`config.mk`:
```
export PLATFORM = sky130hd
export DESIGN_NAME = vector_segment_drawer
export DESIGN_NICKNAME = d
export VERILOG_FILES = /design/src/rtl/vector_segment_drawer.sv
export SDC_FILE = /design/constraint.sdc
export NUM_CORES = 1
export LEC_CHECK = 0
export BUFFER_PORTS_ARGS = -buffer_cell sky130_fd_sc_hd__buf_2
export CAP_MARGIN = 10
export CORE_ASPECT_RATIO = 1.2
export CORE_MARGIN = 2
export CORE_UTILIZATION = 30
export DETAILED_ROUTE_END_ITERATION = 8
export PLACE_DENSITY = 0.46
export SLEW_MARGIN = 5
export SYNTH_ARGS = -nofsm -noshare
export SYNTH_HDL_FRONTEND = slang
export SYNTH_SLANG_ARGS = --single-unit
```
`constraint.sdc`:
```
create_clock -name clk -period 4.5 [get_ports clk]
set_input_delay 0.9 -clock clk [delete_from_list [all_inputs] [get_ports clk]]
set_output_delay 0.9 -clock clk [all_outputs]
set_load 0.05 [all_outputs]
```
`src/rtl/vector_segment_drawer.sv`:
```
// Beam-path engine for an XY vector display: walks the X/Y DAC codes to each
// commanded target with Bresenham stepping, blanked jumps with settle time.
`timescale 1ns/1ps
module vector_segment_drawer #(
    parameter int unsigned CH_WIDTH = 8,
    parameter int unsigned STEP_DIV = 4,
    parameter int unsigned SETTLE   = 16,
    parameter int unsigned DWELL    = 2
) (
    input  logic                clk,
    input  logic                rst,
    input  logic                enable,
    input  logic                cmd_valid,
    output logic                cmd_ready,
    input  logic [CH_WIDTH-1:0] cmd_x,
    input  logic [CH_WIDTH-1:0] cmd_y,
    input  logic                cmd_draw,
    output logic [CH_WIDTH-1:0] x_ch,
    output logic [CH_WIDTH-1:0] y_ch,
    output logic                beam,
    output logic                busy,
    output logic                seg_done
);

    localparam int unsigned CntMax = (STEP_DIV > SETTLE)
        ? ((STEP_DIV > DWELL) ? STEP_DIV : DWELL)
        : ((SETTLE > DWELL) ? SETTLE : DWELL);
    localparam int unsigned CntW = $clog2(CntMax + 1);
    localparam int unsigned EW   = CH_WIDTH + 2;
    localparam int unsigned E2W  = CH_WIDTH + 3;

    typedef enum logic [1:0] {StIdle, StSettle, StDraw, StDwell} state_e;

    state_e                state_q, state_d;
    logic [CH_WIDTH-1:0]   x_q, x_d, y_q, y_d;
    logic [CH_WIDTH-1:0]   tx_q, tx_d, ty_q, ty_d;
    logic [CH_WIDTH-1:0]   dx_q, dx_d, dy_q, dy_d;
    logic                  sx_q, sx_d, sy_q, sy_d;
    logic signed [EW-1:0]  err_q, err_d;
    logic [CntW-1:0]       cnt_q, cnt_d;
    logic                  beam_q, beam_d;
    logic                  seg_done_q, seg_done_d;

    // Bresenham terms for an incoming command, relative to the current beam
    logic [CH_WIDTH-1:0]   dx_new, dy_new;
    logic                  sx_new, sy_new;
    logic signed [EW-1:0]  err_new;

    always_comb begin
        sx_new  = (cmd_x < x_q);
        sy_new  = (cmd_y < y_q);
        dx_new  = sx_new ? (x_q - cmd_x) : (cmd_x - x_q);
        dy_new  = sy_new ? (y_q - cmd_y) : (cmd_y - y_q);
        err_new = $signed({2'b00, dx_new}) - $signed({2'b00, dy_new});
    end

    // One Bresenham step from the current position
    logic signed [E2W-1:0] e2, dx_s, dy_s, err_acc;
    logic                  step_x, step_y;
    logic [CH_WIDTH-1:0]   x_nxt, y_nxt;
    logic signed [EW-1:0]  err_step;

    always_comb begin
        e2      = {err_q, 1'b0};
        dx_s    = $signed({3'b000, dx_q});
        dy_s    = $signed({3'b000, dy_q});
        step_x  = (e2 > -dy_s);
        step_y  = (e2 < dx_s);
        err_acc = {err_q[EW-1], err_q};
        if (step_x) begin
            err_acc = err_acc - dy_s;
        end
        if (step_y) begin
            err_acc = err_acc + dx_s;
        end
        err_step = err_acc[EW-1:0];
        x_nxt    = x_q;
        y_nxt    = y_q;
        if (step_x) begin
            x_nxt = sx_q ? (x_q - CH_WIDTH'(1)) : (x_q + CH_WIDTH'(1));
        end
        if (step_y) begin
            y_nxt = sy_q ? (y_q - CH_WIDTH'(1)) : (y_q + CH_WIDTH'(1));
        end
    end

    always_comb begin
        state_d    = state_q;
        x_d        = x_q;
        y_d        = y_q;
        tx_d       = tx_q;
        ty_d       = ty_q;
        dx_d       = dx_q;
        dy_d       = dy_q;
        sx_d       = sx_q;
        sy_d       = sy_q;
        err_d      = err_q;
        cnt_d      = cnt_q;
        beam_d     = beam_q;
        // A completion pulse is never frozen by enable, so it lasts one cycle
        seg_done_d = 1'b0;
        cmd_ready  = enable && (state_q == StIdle);

        if (enable) begin
            unique case (state_q)
                StIdle: begin
                    if (cmd_valid) begin
                        tx_d  = cmd_x;
                        ty_d  = cmd_y;
                        dx_d  = dx_new;
                        dy_d  = dy_new;
                        sx_d  = sx_new;
                        sy_d  = sy_new;
                        err_d = err_new;
                        cnt_d = '0;
                        if (cmd_draw) begin
                            beam_d  = 1'b1;
                            state_d = ((dx_new == '0) && (dy_new == '0)) ? StDwell : StDraw;
                        end else begin
                            x_d     = cmd_x;
                            y_d     = cmd_y;
                            beam_d  = 1'b0;
                            state_d = StSettle;
                        end
                    end
                end
                StSettle: begin
                    if (cnt_q == CntW'(SETTLE - 1)) begin
                        cnt_d      = '0;
                        state_d    = StIdle;
                        seg_done_d = 1'b1;
                    end else begin
                        cnt_d = cnt_q + CntW'(1);
                    end
                end
                StDraw: begin
                    if (cnt_q == CntW'(STEP_DIV - 1)) begin
                        cnt_d = '0;
                        x_d   = x_nxt;
                        y_d   = y_nxt;
                        err_d = err_step;
                        if ((x_nxt == tx_q) && (y_nxt == ty_q)) begin
                            state_d = StDwell;
                        end
                    end else begin
                        cnt_d = cnt_q + CntW'(1);
                    end
                end
                StDwell: begin
                    if (cnt_q == CntW'(DWELL - 1)) begin
                        cnt_d      = '0;
                        beam_d     = 1'b0;
                        state_d    = StIdle;
                        seg_done_d = 1'b1;
                    end else begin
                        cnt_d = cnt_q + CntW'(1);
                    end
                end
                default: begin
                    state_d = StIdle;
                end
            endcase
        end
    end

    always_ff @(posedge clk or negedge rst) begin
        if (!rst) begin
            state_q    <= StIdle;
            x_q        <= '0;
            y_q        <= '0;
            tx_q       <= '0;
            ty_q       <= '0;
            dx_q       <= '0;
            dy_q       <= '0;
            sx_q       <= 1'b0;
            sy_q       <= 1'b0;
            err_q      <= '0;
            cnt_q      <= '0;
            beam_q     <= 1'b0;
            seg_done_q <= 1'b0;
        end else begin
            state_q    <= state_d;
            x_q        <= x_d;
            y_q        <= y_d;
            tx_q       <= tx_d;
            ty_q       <= ty_d;
            dx_q       <= dx_d;
            dy_q       <= dy_d;
            sx_q       <= sx_d;
            sy_q       <= sy_d;
            err_q      <= err_d;
            cnt_q      <= cnt_d;
            beam_q     <= beam_d;
            seg_done_q <= seg_done_d;
        end
    end

    assign x_ch     = x_q;
    assign y_ch     = y_q;
    assign beam     = beam_q;
    assign busy     = (state_q != StIdle);
    assign seg_done = seg_done_q;

endmodule

```
==> summary.txt <==
Clock network
  • Clock Latency Late Sink: 0.34 ns
  • CTS sink count: 69
  • CTS tree: built
  • Clock Tree Buf Depth: 2
  • Reg clk slew, reported paths: 0.06 ns
  • H-tree depth: 3
  • TritonCTS buffer count: 9
  • Hold-fix buffers, CTS: 0
  • CTS root buf: clkbuf_16

Logic synthesis
  • Post-synth EDFFs: 0
  • Yosys reg bits: 69
  • Seq/Total Area, Yosys: 24.5%
  • Most common cell in the netlist: inv_1
  • Most used flip-flop cell after synthesis: dfrtp_1
  • Ys Warns: 0
  • Syn_nets: 990
  • Share of the synthesized area in the top cell type: 24.5%
  • Synth area leader: dfrtp_1
  • Ys async rst share: 100%
  • Post-Syn Area: 0.00704 mm2
  • Distinct cell type count after synthesis: 66
  • Mean Syn Cell Area: 8.08 um2
  • Post-synth top cells: inv_1 (90), ha_1 (89), o21ai_0 (84)
  • Post-Synthesis Cells: 871
  • Synth top area cells: dfrtp_1 (25%), ha_1 (16%), o21ai_0 (6.0%), xnor2_1 (5.6%), inv_1 (4.8%)

GRT
  • Initial antenna violation count: 0
  • Vias in the first global route: 6601
  • Overflow after GRT: 0
  • GRT Util Overall: 18.2%
  • Global-route wire length before repair: 34900 um
  • Largest net degree at the start of global routing: 70

Finish
  • Antenna Diode Count: 0
  • Nets: 1081
  • Fillers: 2418
  • P&R area growth vs syn: 20.6%
  • Layout cells sized above 1: 17.7%

Route
  • Vias per cell: 5.02
  • Via count: 6434
  • Drt total wl: 21500 um
  • DRT iter0 DRCs: 258
  • Avg WL per Cell: 16.8 um
  • Residual DRC count: 0
  • First-pass DRT Iterations: 4
  • Remaining antenna violation count after routing: 0

STA
  • Worst slew pin tran: 1.08 ns
  • RSZ-0062 raised after global routing: true
  • Number of setup violations in the final report: 0
  • Fmax: 230 MHz
  • Final hold viol count: 0
  • PnR worst setup slack: 0.155 ns
  • Max Slew Vio Count: 0
  • Worst-case clock skew: 0.00563 ns
  • Fin crit period: 4.34 ns
  • Slew margin rel.: 27.7%
  • Post-route setup TNS: 0 ns
  • Final Cycle Share: 96.5%

Outcome
  • Outcome: finished, final reports clean

Job
  • Max-Cap Viols: 0

Floorplanning
  • Row count: 61
  • Starting Density: 30.4%
  • Die height: 172 um
  • Die Span X: 144 um
  • Die Area: 0.0247 mm2
  • Core footprint: 0.0231 mm2
  • I/O pins: 41

Place
  • GP Congestion: 0.857
  • Detail Placement HPWL: 16800 um
  • Port bufs: 40
  • Pre-CTS WS: -0.190 ns

Setup path
  • Critical path capture point type: register
  • Setup crit start kind: register
  • CP arrival: 4.60 ns
  • CP required: 4.75 ns
  • Crit path max fanout: 5
  • Setup CP Type: register to register

Worst hold path
  • Worst hold path type: register to register
==> cell type report <==
type	count	area, um2	share of cell area, %
repair buffers	109	728	8.58
clock buffers	16	292	3.44
well taps	315	394	4.65
flip-flops and latches	69	1730	20.4
multi-input cells	683	5000	59.0
inverters	90	338	3.98
==> kinds of logic (layout without fill, tap and decap cells) <==
| logic type | Yosys count | after routing | share of synthesized area [%] |
|---|---|---|---|
| compound gates | 258 | 258 | 22.7 |
| mux | 25 | 25 | 3.81 |
| buf+inv | 119 | 215 | 6.62 |
| flops | 69 | 69 | 24.5 |
| simple gates | 238 | 238 | 15.8 |
| fa+ha+maj | 98 | 98 | 18.4 |
| xor+xnor | 64 | 64 | 8.16 |
==> sequential cells by signal (all words and copies together), names as in the netlist, 2 cells and up <==
register  count
dx_q          8
cnt_q         5
dy_q          8
err_q        10
state_q       2
x_ch          8
y_ch          8
ty_q          8
tx_q          8
==> path summary, 6_finish.rpt <==
path | start | to | slack, ns | cells past startpoint
worst min register to register | tx_q[7] | tx_q[7] | 0.50 | 2
max in group asynchronous | rst | ty_q[0] | 3.18 | 1
worst max register to register | dy_q[2] | err_q[9] | 0.16 | 20
worst min-delay path | tx_q[7] | tx_q[7] | 0.50 | 2
worst max-delay path | dy_q[2] | err_q[9] | 0.16 | 20
min in group asynchronous | rst | tx_q[2] | 0.70 | 1
==> metal layers <==
layer  global-route usage (%)  share of wire [%]  up-vias
met5                        0                  0        -
met4                     5.63                2.0        0
met3                     1.70                1.7       22
met2                     33.3                 51       82
met1                     22.6                 45     3065
li1                         -                  -     3265
==> metrics by stage <==
step           hold slack [ns]  instance area, um2  util (%)  std cells
2_1_floorplan            0.465                7040         -        871
3_3_place_gp             0.483                7990      34.5       1260
3_5_place_dp             0.490                7990      34.5       1260
4_1_cts                  0.506                8310      35.9       1278
5_1_grt                  0.521                8480      36.7       1282
6_report                 0.503                8480      36.7       1282
==> timing repair <==
item / CTS / global route
gates resized for setup: 3 / 35
pin swaps: 2 / 11
endpoints found under the setup margin: 2 / 6
setup buffers: 2 / 4
==> placed cells by master (no fill, tap or decap), types with 4 or more instances in the layout <==
cell / instances
nand2_1: 75
a21o_1: 13
o21a_1: 8
xnor2_1: 43
a21oi_2: 6
nor3_1: 13
a211oi_1: 10
nor2_1: 71
nand3_1: 13
o211ai_1: 8
mux2_2: 9
fa_1: 8
o21bai_1: 5
ha_1: 84
a21oi_1: 51
inv_1: 86
a31oi_1: 15
inv_2: 4
mux2i_1: 12
xor2_1: 18
nand2b_1: 8
nor2b_1: 12
o21ai_1: 4
nand4_1: 8
nor4_1: 10
clkbuf_16: 9
clkbuf_8: 4
o21ai_0: 81
buf_2: 39
dfrtp_1: 69
o22ai_1: 17
buf_4: 68
==> critical path, stage by stage, from the launching register on <==
cell and delay (ns):
dfrtp_1 0.39, inv_2 0.06, nand4_1 0.10, or4_4 0.45, xnor2_2 0.14, ha_1 0.28
nand4_1 0.13, nor3_2 0.21, o21a_1 0.14, o31a_1 0.12, buf_6 0.14, buf_6 0.12
mux2_4 0.33, ha_4 0.27, nand2_1 0.05, o211ai_1 0.24, and3_1 0.21, nor2_1 0.05
or4_4 0.42, and3_4 0.19, o31ai_4 0.20
Power is left out: the tool's default activity adds up to more than one toggle a clock period on the data nets, which glitch-free logic cannot reach.
